<file path="src/rtl/lms_pkg.sv">
// Shared Q-format helpers and FSM state encoding for the LMS weight-update path.
package lms_pkg;

   typedef enum logic [1:0] {
      IDLE  = 2'd0,
      RUN   = 2'd1,
      DRAIN = 2'd2
   } lms_state_e;

   localparam int QP_DEF = 12;

   function automatic logic signed [63:0] round_half(input int qp);
      round_half = 64'sd1 <<< (qp - 1);
   endfunction

   localparam logic signed [63:0] ROUND_HALF = round_half(QP_DEF);

   // Clamp a wide signed value into the two's-complement range of 'width' bits.
   function automatic logic signed [63:0] sat_to_width(input logic signed [63:0] v, input int width);
      logic signed [63:0] hi;
      logic signed [63:0] lo;
      hi = (64'sd1 <<< (width - 1)) - 64'sd1;
      lo = -(64'sd1 <<< (width - 1));
      if (v > hi) begin
         sat_to_width = hi;
      end else if (v < lo) begin
         sat_to_width = lo;
      end else begin
         sat_to_width = v;
      end
   endfunction

endpackage

</file>
<file path="src/rtl/lms_weight_bank_if.sv">
// Bus between the error/step-size stage, the FIR stage and the LMS weight bank.
interface lms_weight_bank_if #(
   parameter int WIDTH = 16,
   parameter int TAPS  = 8,
   parameter int AW    = $clog2(TAPS)
);
   logic signed [WIDTH-1:0]      x_in;
   logic                         x_valid;
   logic                         x_ready;
   logic signed [WIDTH-1:0]      mu_error;
   logic                         start;
   logic                         clear;
   logic                         busy;
   logic                         done;
   logic [AW-1:0]                rd_addr;
   logic signed [WIDTH-1:0]      rd_weight;
   logic [TAPS*WIDTH-1:0]        x_tap;

   modport master (
      output x_in, x_valid, mu_error, start, clear, rd_addr,
      input  x_ready, busy, done, rd_weight, x_tap
   );

   modport slave (
      input  x_in, x_valid, mu_error, start, clear, rd_addr,
      output x_ready, busy, done, rd_weight, x_tap
   );
endinterface

</file>
<file path="src/rtl/w_update_mac.sv">
// Stage-2 weight update: round the product to Q format, optionally saturate, add to the weight.
module w_update_mac
   import lms_pkg::*;
#(
   parameter int WIDTH = 16,
   parameter int QP    = 12,
   parameter int SAT   = 1
) (
   input  logic signed [2*WIDTH-1:0] prod,
   input  logic signed [WIDTH-1:0]   w_old,
   output logic signed [WIDTH-1:0]   w_new
);

   logic signed [63:0] prod_x_s;
   logic signed [63:0] rnd_s;
   logic signed [63:0] shr_s;
   logic signed [63:0] d_s;
   logic signed [63:0] sum_s;

   // Wide arithmetic keeps the low bits identical to the narrow wrap behaviour.
   always_comb begin
      prod_x_s = 64'(prod);
      rnd_s    = prod_x_s + round_half(QP);
      shr_s    = rnd_s >>> QP;
      if (SAT != 0) begin
         d_s   = sat_to_width(shr_s, WIDTH);
         sum_s = 64'(w_old) + d_s;
         w_new = WIDTH'(sat_to_width(sum_s, WIDTH));
      end else begin
         d_s   = 64'($signed(rnd_s[QP +: WIDTH]));
         sum_s = 64'(w_old) + d_s;
         w_new = WIDTH'(sum_s);
      end
   end

endmodule

</file>
<file path="src/rtl/lms_weight_bank.sv">
// TAPS-deep delay line plus weight bank, updated serially by one shared 2-stage multiply/accumulate.
module lms_weight_bank
   import lms_pkg::*;
#(
   parameter int WIDTH = 16,
   parameter int QP    = 12,
   parameter int TAPS  = 8,
   parameter int SAT   = 1,
   parameter int AW    = $clog2(TAPS)
) (
   input  logic             clk,
   input  logic             reset,
   lms_weight_bank_if.slave bus
);

   lms_state_e                state_r;
   lms_state_e                state_s;
   logic                      start_pass_s;
   logic                      done_set_s;
   logic                      busy_s;
   logic                      accept_s;

   logic [AW-1:0]             idx_r;
   logic [AW-1:0]             idx_d_r;
   logic signed [WIDTH-1:0]   mu_r;
   logic signed [2*WIDTH-1:0] prod_r;
   logic                      prod_vld_r;
   logic                      done_r;
   logic signed [WIDTH-1:0]   tap_r [TAPS];
   logic signed [WIDTH-1:0]   w_r   [TAPS];
   logic signed [WIDTH-1:0]   w_new_s;

   assign busy_s   = (state_r != IDLE);
   assign accept_s = bus.x_valid & ~busy_s;

   // Next-state logic; clear always wins over start and aborts a running pass.
   always_comb begin
      state_s      = state_r;
      start_pass_s = 1'b0;
      done_set_s   = 1'b0;
      case (state_r)
         IDLE: begin
            if (bus.clear) begin
               state_s = IDLE;
            end else if (bus.start) begin
               state_s      = RUN;
               start_pass_s = 1'b1;
            end else begin
               state_s = IDLE;
            end
         end
         RUN: begin
            if (bus.clear) begin
               state_s = IDLE;
            end else if (idx_r == AW'(TAPS - 1)) begin
               state_s    = DRAIN;
               done_set_s = 1'b1;
            end else begin
               state_s = RUN;
            end
         end
         DRAIN: state_s = IDLE;
         default: state_s = IDLE;
      endcase
   end

   // State register.
   always_ff @(posedge clk) begin
      if (reset) begin
         state_r <= IDLE;
      end else begin
         state_r <= state_s;
      end
   end

   // Stage 1: tap index walk and product register. The delay line is frozen while
   // busy, so a sample accepted on the start edge is already at tap 0 for idx 0.
   always_ff @(posedge clk) begin
      if (reset) begin
         idx_r      <= '0;
         idx_d_r    <= '0;
         mu_r       <= '0;
         prod_r     <= '0;
         prod_vld_r <= 1'b0;
         done_r     <= 1'b0;
      end else begin
         done_r     <= done_set_s;
         mu_r       <= start_pass_s ? bus.mu_error : mu_r;
         idx_r      <= (state_r == RUN) ? idx_r + AW'(1) : '0;
         idx_d_r    <= idx_r;
         prod_r     <= (2*WIDTH)'(tap_r[idx_r]) * (2*WIDTH)'(mu_r);
         prod_vld_r <= (state_r == RUN) && !bus.clear;
      end
   end

   // Input delay line.
   always_ff @(posedge clk) begin
      if (reset) begin
         for (int k = 0; k < TAPS; k++) tap_r[k] <= '0;
      end else if (accept_s) begin
         tap_r[0] <= bus.x_in;
         for (int k = 1; k < TAPS; k++) tap_r[k] <= tap_r[k-1];
      end
   end

   w_update_mac #(
      .WIDTH (WIDTH),
      .QP    (QP),
      .SAT   (SAT)
   ) u_mac (
      .prod  (prod_r),
      .w_old (w_r[idx_d_r]),
      .w_new (w_new_s)
   );

   // Stage 2 write-back into the weight bank; clear suppresses any in-flight write.
   always_ff @(posedge clk) begin
      if (reset || bus.clear) begin
         for (int k = 0; k < TAPS; k++) w_r[k] <= '0;
      end else if (prod_vld_r) begin
         w_r[idx_d_r] <= w_new_s;
      end
   end

   // Flatten the delay line for the FIR, tap 0 in the low bits.
   always_comb begin
      bus.x_tap = '0;
      for (int k = 0; k < TAPS; k++) bus.x_tap[k*WIDTH +: WIDTH] = tap_r[k];
   end

   assign bus.rd_weight = w_r[bus.rd_addr];
   assign bus.busy      = busy_s;
   assign bus.done      = done_r;
   assign bus.x_ready   = ~busy_s;

endmodule
</file>
<file path="src/flat_wrapper.sv">
// flat-port wrapper written by rule: the top's interface ports become plain ports
module lms_weight_bank_flat import lms_pkg::*;
#(
   parameter int WIDTH = 16,
   parameter int QP    = 12,
   parameter int TAPS  = 8,
   parameter int SAT   = 1,
   parameter int AW    = $clog2(TAPS)
)
  (clk, reset, bus_x_in, bus_x_valid, bus_mu_error, bus_start, bus_clear, bus_rd_addr, bus_x_ready, bus_busy, bus_done, bus_rd_weight, bus_x_tap);
  lms_weight_bank_if #(.WIDTH(WIDTH), .TAPS(TAPS), .AW(AW)) bus_i ();
  input  logic clk;
  input  logic reset;
  input wire logic [$bits(bus_i.x_in)-1:0] bus_x_in;
  input wire logic [$bits(bus_i.x_valid)-1:0] bus_x_valid;
  input wire logic [$bits(bus_i.mu_error)-1:0] bus_mu_error;
  input wire logic [$bits(bus_i.start)-1:0] bus_start;
  input wire logic [$bits(bus_i.clear)-1:0] bus_clear;
  input wire logic [$bits(bus_i.rd_addr)-1:0] bus_rd_addr;
  output wire logic [$bits(bus_i.x_ready)-1:0] bus_x_ready;
  output wire logic [$bits(bus_i.busy)-1:0] bus_busy;
  output wire logic [$bits(bus_i.done)-1:0] bus_done;
  output wire logic [$bits(bus_i.rd_weight)-1:0] bus_rd_weight;
  output wire logic [$bits(bus_i.x_tap)-1:0] bus_x_tap;
  assign bus_i.x_in = bus_x_in;
  assign bus_i.x_valid = bus_x_valid;
  assign bus_i.mu_error = bus_mu_error;
  assign bus_i.start = bus_start;
  assign bus_i.clear = bus_clear;
  assign bus_i.rd_addr = bus_rd_addr;
  assign bus_x_ready = bus_i.x_ready;
  assign bus_busy = bus_i.busy;
  assign bus_done = bus_i.done;
  assign bus_rd_weight = bus_i.rd_weight;
  assign bus_x_tap = bus_i.x_tap;
  lms_weight_bank #(.WIDTH(WIDTH), .QP(QP), .TAPS(TAPS), .SAT(SAT), .AW(AW)) u_core (.clk(clk), .reset(reset), .bus(bus_i));
endmodule
</file>
<file path="config.mk">
export PLATFORM = sky130hd
export DESIGN_NAME = lms_weight_bank_flat
export DESIGN_NICKNAME = d
export VERILOG_FILES = /design/src/rtl/lms_pkg.sv /design/src/rtl/lms_weight_bank_if.sv /design/src/rtl/w_update_mac.sv /design/src/rtl/lms_weight_bank.sv /design/src/flat_wrapper.sv
export SDC_FILE = /design/constraint.sdc
export NUM_CORES = 1
export LEC_CHECK = 0
export ABC_AREA = 0
export BUFFER_PORTS_ARGS = -buffer_cell sky130_fd_sc_hd__buf_2
export CAP_MARGIN = 10
export CORE_MARGIN = 10
export CORE_UTILIZATION = 30
export DETAILED_ROUTE_END_ITERATION = 12
export SYNTH_ARGS = -nofsm -noshare
export SYNTH_HDL_FRONTEND = slang
export SYNTH_SLANG_ARGS = --single-unit
</file>
<file path="constraint.sdc">
create_clock -name clk -period 7.6 [get_ports clk]
set_input_delay 1.14 -clock clk [delete_from_list [all_inputs] [get_ports clk]]
set_output_delay 1.14 -clock clk [all_outputs]
set_load 0.05 [all_outputs]
</file>
==> flow_summary_export.csv, run 1 <==
group,metric,value,unit
clocking,cts_tree,"built",
die,die_x,310,µm
synth,synth_fp_nets,2715,
power,p_per_area,204,nW/µm²
sta,slew_violations,0,
detailed_routing,vias,17900,
power,p_int,3660,µW
clocking,clk_pin_slew,0.07,ns
final_layout,fin_util,34.7,%
final_layout,mostFrequentLayoutCells,"287 x inv_1, 273 x fa_1, 256 x edfxtp_1, 224 x nand2_1, 206 x and2_1",
critical_path,cp.required,8.00,ns
critical_path,cp.arrival,7.70,ns
critical_path,crit_path_start_kind,"flop",
die,core_region_area,83600,µm²
critical_path,worstSetupStartpoint,"u_core.idx_r[0]",
sta,setup_tns,0,ns
critical_path,rr_worst_depth,22,
hold_path,hp-class,"flop to flop",
placement,dp_hpwl,51800,µm
power,switching_power,2250,µW
power,p_comb_share,37.0,%
sta,slew_headroom,29.7,%
power,peakVddDrop,188,µV
power,clkPwrFrac,28.4,%
final_layout,nets,2885,
synth,syn_inst,2297,
synth,yosys.cell_types.count,75,
critical_path,slowest_delay,0.56,ns
global_routing,grt_usage,14.5,%
clocking,cts_root_buffer,"clkbuf_16",
critical_path,critical_path_class,"flop to flop",
global_routing,grt_pass1_wl,110000,µm
clocking,clockBufferDepth,3,
die,die-height,310,µm
placement,gp_congestion,0.882,
clocking,clock_sinks,303,
synth,synth_top_cell_by_area,"edfxtp_1",
synth,synth_edf_count,256,
hold_path,hold_start,"u_core.state_r[1]",
power,p_sw_share,38.1,%
sta,grt_setup_unrepaired,"yes",
die,ios,187,
critical_path,crit_path_frequent_cell,"fa_1",
final_layout,layout.cells.most_common,"inv_1",
detailed_routing,post-route-drc-count,0,
synth,syn_avg_cell_area,11.0,µm²
die,start_util,30.2,%
placement,port_buffers,186,
synth,synth-seq-cells,303,
critical_path,r2r-start,"u_core.idx_r[0]",
final_layout,fin_cells,3575,
synth,synth_top_cell_area_share,30.5,%
sta,period_share,96.0,%
global_routing,grt_pass1_vias,19000,
power,p_seq_share,34.5,%
synth,synth_area,25200,µm²
critical_path,path_buf_inv,5,
final_layout,layout-drive-gt1-share,18.9,%
detailed_routing,wl_per_cell,19.5,µm
die,rows,106,
global_routing,grt_max_degree,97,
critical_path,cp-end-kind,"flop",
power,leakage,0.0128,µW
detailed_routing,drt_iter0_drc,1521,
run,maxCapViolations,0,
sta,skew,0.0318,ns
critical_path,critical-path-slowest-cell,"fa_1",
critical_path,cp_num_cells,22,
sta,setup_viol,0,
synth,synth_warnings,0,
global_routing,overflow,0,
final_layout,area_delta_synth_final,14.8,%
detailed_routing,antenna_left,0,
status,status,"finished clean",
critical_path,cp_top_family,"adder cells",
hold_path,holdPathStages,1,
placement,dpl.cell_count,3507,
sta,timing.fmax,137,MHz
detailed_routing,drt-vias-per-instance,5.00,
detailed_routing,drt_wl_total,69800,µm
synth,synthArstFlopShare,0,%
synth,ys.flop_type,"edfxtp_1",
synth,synth_area_leaders,"edfxtp_1 30%, fa_1 22%, mux4_2 5.7%",
die,dieArea,96100,µm²
synth,ys_seq_area_share,34.2,%
critical_path,worstPathCellList,"buf_12 -> buf_4 -> mux4_2 -> mux2_4 -> or2_2 -> fa_1 -> inv_1 -> fa_1 -> fa_1 -> fa_1 -> inv_1 -> fa_1 -> inv_1 -> fa_1 -> ha_1 -> a21oi_1 -> o31ai_4 -> o31ai_2 -> o32ai_4 -> o41ai_2 -> xor2_1 -> nor2_1",
clocking,numCtsBuffers,34,
critical_path,cp_max_fo,19,
sta,hold_viol,0,
sta,tightest_slew,1.05,ns
sta,min_period,7.30,ns
clocking,insertion_delay,0.55,ns
detailed_routing,firstDrtPassIters,5,
clocking,htreeDepth,2,
global_routing,antenna_found_initial,8,
## path summary, 6_finish.rpt
check	endpoint	slack, ns
max	u_core.prod_r[28]	0.30
min	u_core.state_r[0]	0.46
max reg2reg	u_core.prod_r[28]	0.30
min reg2reg	u_core.state_r[0]	0.46
## sequential cells by signal, indices dropped and copies added, names as in the netlist
register / cells
u_core.mu_r: 16
u_core.state_r: 2
u_core.tap_r: 128
u_core.idx_r: 3
u_core.w_r: 128
u_core.prod_r: 21
u_core.prod_vld_r: 1
u_core.bus.done: 1
u_core.idx_d_r: 3
## metal layers
metal  vias up  global-route usage (%)  wire length, µm
met1      8890                    18.7            29700
met3       138                    3.79             5780
met5         -                       0               97
met4        14                    4.92             2240
li1       8103                       -                -
met2       723                    23.3            32000
## stage by stage
stage          area (µm²)  setup slack [ns]  power, µW  hold WS, ns
5_1_grt             29000           -0.0134       6240        0.505
2_1_floorplan       25200             0.129       3610        0.413
3_3_place_gp        27700             0.157       4210        0.447
3_5_place_dp        27700             0.154       4210        0.440
4_1_cts             28800             0.128       5880        0.457
6_report            29000             0.303       5920        0.464
## worst reg2reg max path, cell delays in order (launching register included)
cell and delay (ns):
dfxtp_2 0.35, buf_12 0.20, buf_4 0.22, mux4_2 0.50, mux2_4 0.39, or2_2 0.33, fa_1 0.54, inv_1 0.06
fa_1 0.52, fa_1 0.55, fa_1 0.56, inv_1 0.06, fa_1 0.53, inv_1 0.05, fa_1 0.47, ha_1 0.35
a21oi_1 0.29, o31ai_4 0.16, o31ai_2 0.36, o32ai_4 0.17, o41ai_2 0.27, xor2_1 0.17, nor2_1 0.05
## power by group through the flow
stage / clock (µW) / sequential, µW / combinational [µW]
floorplan: 0 / 2200 / 1410
global placement: 0 / 2070 / 2140
detailed placement: 0 / 2070 / 2140
CTS: 1700 / 2040 / 2140
global route: 1770 / 2060 / 2410
finish: 1680 / 2040 / 2190
## cells by family after synthesis
kind of cell / synth area share [%]
mux: 7.18
buf+inv: 6.31
fa+ha+maj: 26.9
compound gates: 8.91
flops: 34.2
simple gates: 14.4
xor+xnor: 2.08
## final cells by class
class	instances	area (µm²)
sequential	303	8630
inverter	288	1080
multi-input combinational	1582	15200
tap	1080	1350
antenna	2	5.00
timing repair buffer	258	1590
clock buffer	51	1020
fill	8438	54600
clock inverter	11	118
## cells in the mapped netlist (25+ instances only)
library cell,n
a22oi_1,64
mux4_2,64
clkbuf_1,89
nor2_1,94
o21ai_0,37
a21o_1,32
inv_1,287
dfxtp_1,47
xnor2_1,38
nand2_1,225
fa_1,274
ha_1,104
nand4_1,25
mux2_2,32
a21oi_1,122
and2_1,206
nor2b_1,49
edfxtp_1,256
## what timing repair did
item | CTS | global route
gates resized for setup | 0 | 22
hold buffers | 0 | 0
endpoints found under the setup margin | 0 | 127
buffers inserted | 0 | 3
(Power assumes the default switching activity.)
==> inputs of run 2 (changes only) <==
--- a/config.mk
+++ b/config.mk
@@ -11,6 +11,8 @@
 export CORE_MARGIN = 10
 export CORE_UTILIZATION = 30
 export DETAILED_ROUTE_END_ITERATION = 12
+export MAX_ROUTING_LAYER = met4
+export SETUP_SLACK_MARGIN = 0.4
 export SYNTH_ARGS = -nofsm -noshare
 export SYNTH_HDL_FRONTEND = slang
 export SYNTH_SLANG_ARGS = --single-unit
==> flow_summary_export.csv, run 2 (synthesis results as in run 1) <==
group,metric,value,unit
status,status,"finished clean",
sta,grt_setup_unrepaired,"yes",
clocking,clock_sinks,303,
final_layout,nets,2912,
clocking,clk_pin_slew,0.06,ns
clocking,hold_buffers,0,
hold_path,hp-class,"flop to flop",
final_layout,mostFrequentLayoutCells,"287 x inv_1, 272 x fa_1, 256 x edfxtp_1, 222 x nand2_1, 206 x and2_1",
clocking,cts_tree,"built",
detailed_routing,vias,18000,
placement,port_buffers,186,
clocking,htreeDepth,2,
sta,slew_headroom,24.2,%
clocking,clockBufferDepth,3,
power,leakage,0.0129,µW
sta,layout_setup_ws,0.638,ns
global_routing,grt_pass1_vias,19000,
critical_path,cp_max_fo,6,
sta,timing.fmax,144,MHz
final_layout,multi_input_area,15400,µm²
placement,dp_slack,0.208,ns
critical_path,cp-end-kind,"flop",
critical_path,crit_path_start_kind,"flop",
global_routing,grt_max_degree,97,
clocking,numCtsBuffers,35,
die,die-height,310,µm
power,p_per_area,203,nW/µm²
global_routing,grt_pass1_wl,111000,µm
die,die_x,310,µm
detailed_routing,antenna_left,0,
placement,dp_hpwl,51900,µm
die,core_region_area,83600,µm²
detailed_routing,drt_wl_total,71300,µm
sta,min_period,6.96,ns
clocking,insertion_delay,0.56,ns
detailed_routing,firstDrtPassIters,6,
critical_path,cp.required,8.00,ns
die,ios,187,
sta,skew,0.0263,ns
placement,gp_congestion,0.892,
sta,period_share,91.6,%
final_layout,layout-drive-gt1-share,20.4,%
final_layout,n_fill_cell,8342,
detailed_routing,post-route-drc-count,0,
clocking,cts_root_buffer,"clkbuf_16",
die,start_util,30.2,%
detailed_routing,wl_per_cell,19.8,µm
critical_path,critical_path_class,"flop to flop",
critical_path,cp.arrival,7.36,ns
sta,slew_violations,0,
detailed_routing,drt_iter0_drc,1537,
final_layout,ff_latch_area,8630,µm²
global_routing,antenna_found_initial,6,
die,dieArea,96100,µm²
final_layout,fin_util,35.2,%
sta,setup_viol,0,
final_layout,reg.largest.list,"u_core.tap_r x128, u_core.w_r x128, u_core.prod_r x21",
sta,tightest_slew,1.13,ns
global_routing,grt_usage,15.1,%
sta,hold_viol,0,
run,maxCapViolations,0,
final_layout,area_delta_synth_final,16.5,%
die,rows,106,
final_layout,layout.cells.most_common,"inv_1",
power,peakVddDrop,184,µV
sta,setup_tns,0,ns
global_routing,overflow,0,
detailed_routing,drt-vias-per-instance,5.00,
## run 2: path summary, 6_finish.rpt
check / from / endpoint / slack, ns / depth (start not counted)
hold reg to reg: u_core.state_r[1] / u_core.state_r[0] / 0.47 / 1
hold / removal: u_core.state_r[1] / u_core.state_r[0] / 0.47 / 1
setup reg to reg: u_core.idx_r[0] / u_core.prod_r[29] / 0.64 / 24
setup / recovery: u_core.idx_r[0] / u_core.prod_r[29] / 0.64 / 24
## run 2: cell type report
cell class / count / share of cell area (%)
multi-input combinational: 1582 / 52.3
clock inverter: 20 / 0.571
clock buffer: 43 / 3.15
antenna: 6 / 0.0511
tap: 1080 / 4.60
inverter: 288 / 3.68
sequential: 303 / 29.4
timing repair buffer: 284 / 6.32
## run 2: repair_timing
| item | in CTS | in global routing |
|---|---|---|
| pin swaps | 3 | 25 |
| buffers inserted | 1 | 31 |
| endpoints found under the setup margin | 110 | 131 |
| cloned | 0 | 3 |
| gates resized for setup | 11 | 50 |
## run 2: worst max-delay path, cell delays in order (launching register included)
cell and delay (ns):
dfxtp_4 0.44, clkbuf_16 0.19, mux4_2 0.48, mux2_2 0.30, and2_1 0.18, fa_1 0.53, inv_1 0.05, fa_1 0.49
inv_1 0.06, fa_1 0.46, fa_1 0.49, fa_1 0.50, inv_1 0.06, fa_1 0.52, inv_1 0.06, ha_4 0.24
nor4b_2 0.16, a211oi_2 0.25, o2111a_2 0.29, o31ai_4 0.09, o311ai_4 0.34, nand2b_1 0.14, a221oi_2 0.25, xor2_1 0.16
nor2_1 0.05
## run 2: where the power goes
| part | internal [µW] | switching (µW) | total [µW] |
|---|---|---|---|
| clock network | 943 | 722 | 1660 |
| registers | 1920 | 115 | 2040 |
| logic | 772 | 1480 | 2260 |
| total | 3640 | 2320 | 5960 |
## run 2: through the flow
| stage | cell area, µm² | std cells | total power [µW] | hold WS, ns |
|---|---|---|---|---|
| floorplan | 25200 | 2297 | 3610 | 0.413 |
| global placement | 27600 | 3502 | 4200 | 0.448 |
| detailed placement | 27600 | 3502 | 4210 | 0.447 |
| CTS | 28800 | 3566 | 5890 | 0.471 |
| global route | 29400 | 3606 | 6280 | 0.502 |
| finish | 29400 | 3606 | 5960 | 0.469 |
## run 2: routing by layer
metal / wire [µm] / GRT usage, % / vias up
li1: - / - / 8164
met5: 0 / - / -
met4: 1850 / 4.41 / 0
met1: 31000 / 19.7 / 9108
met2: 32800 / 23.3 / 645
met3: 5590 / 3.29 / 97
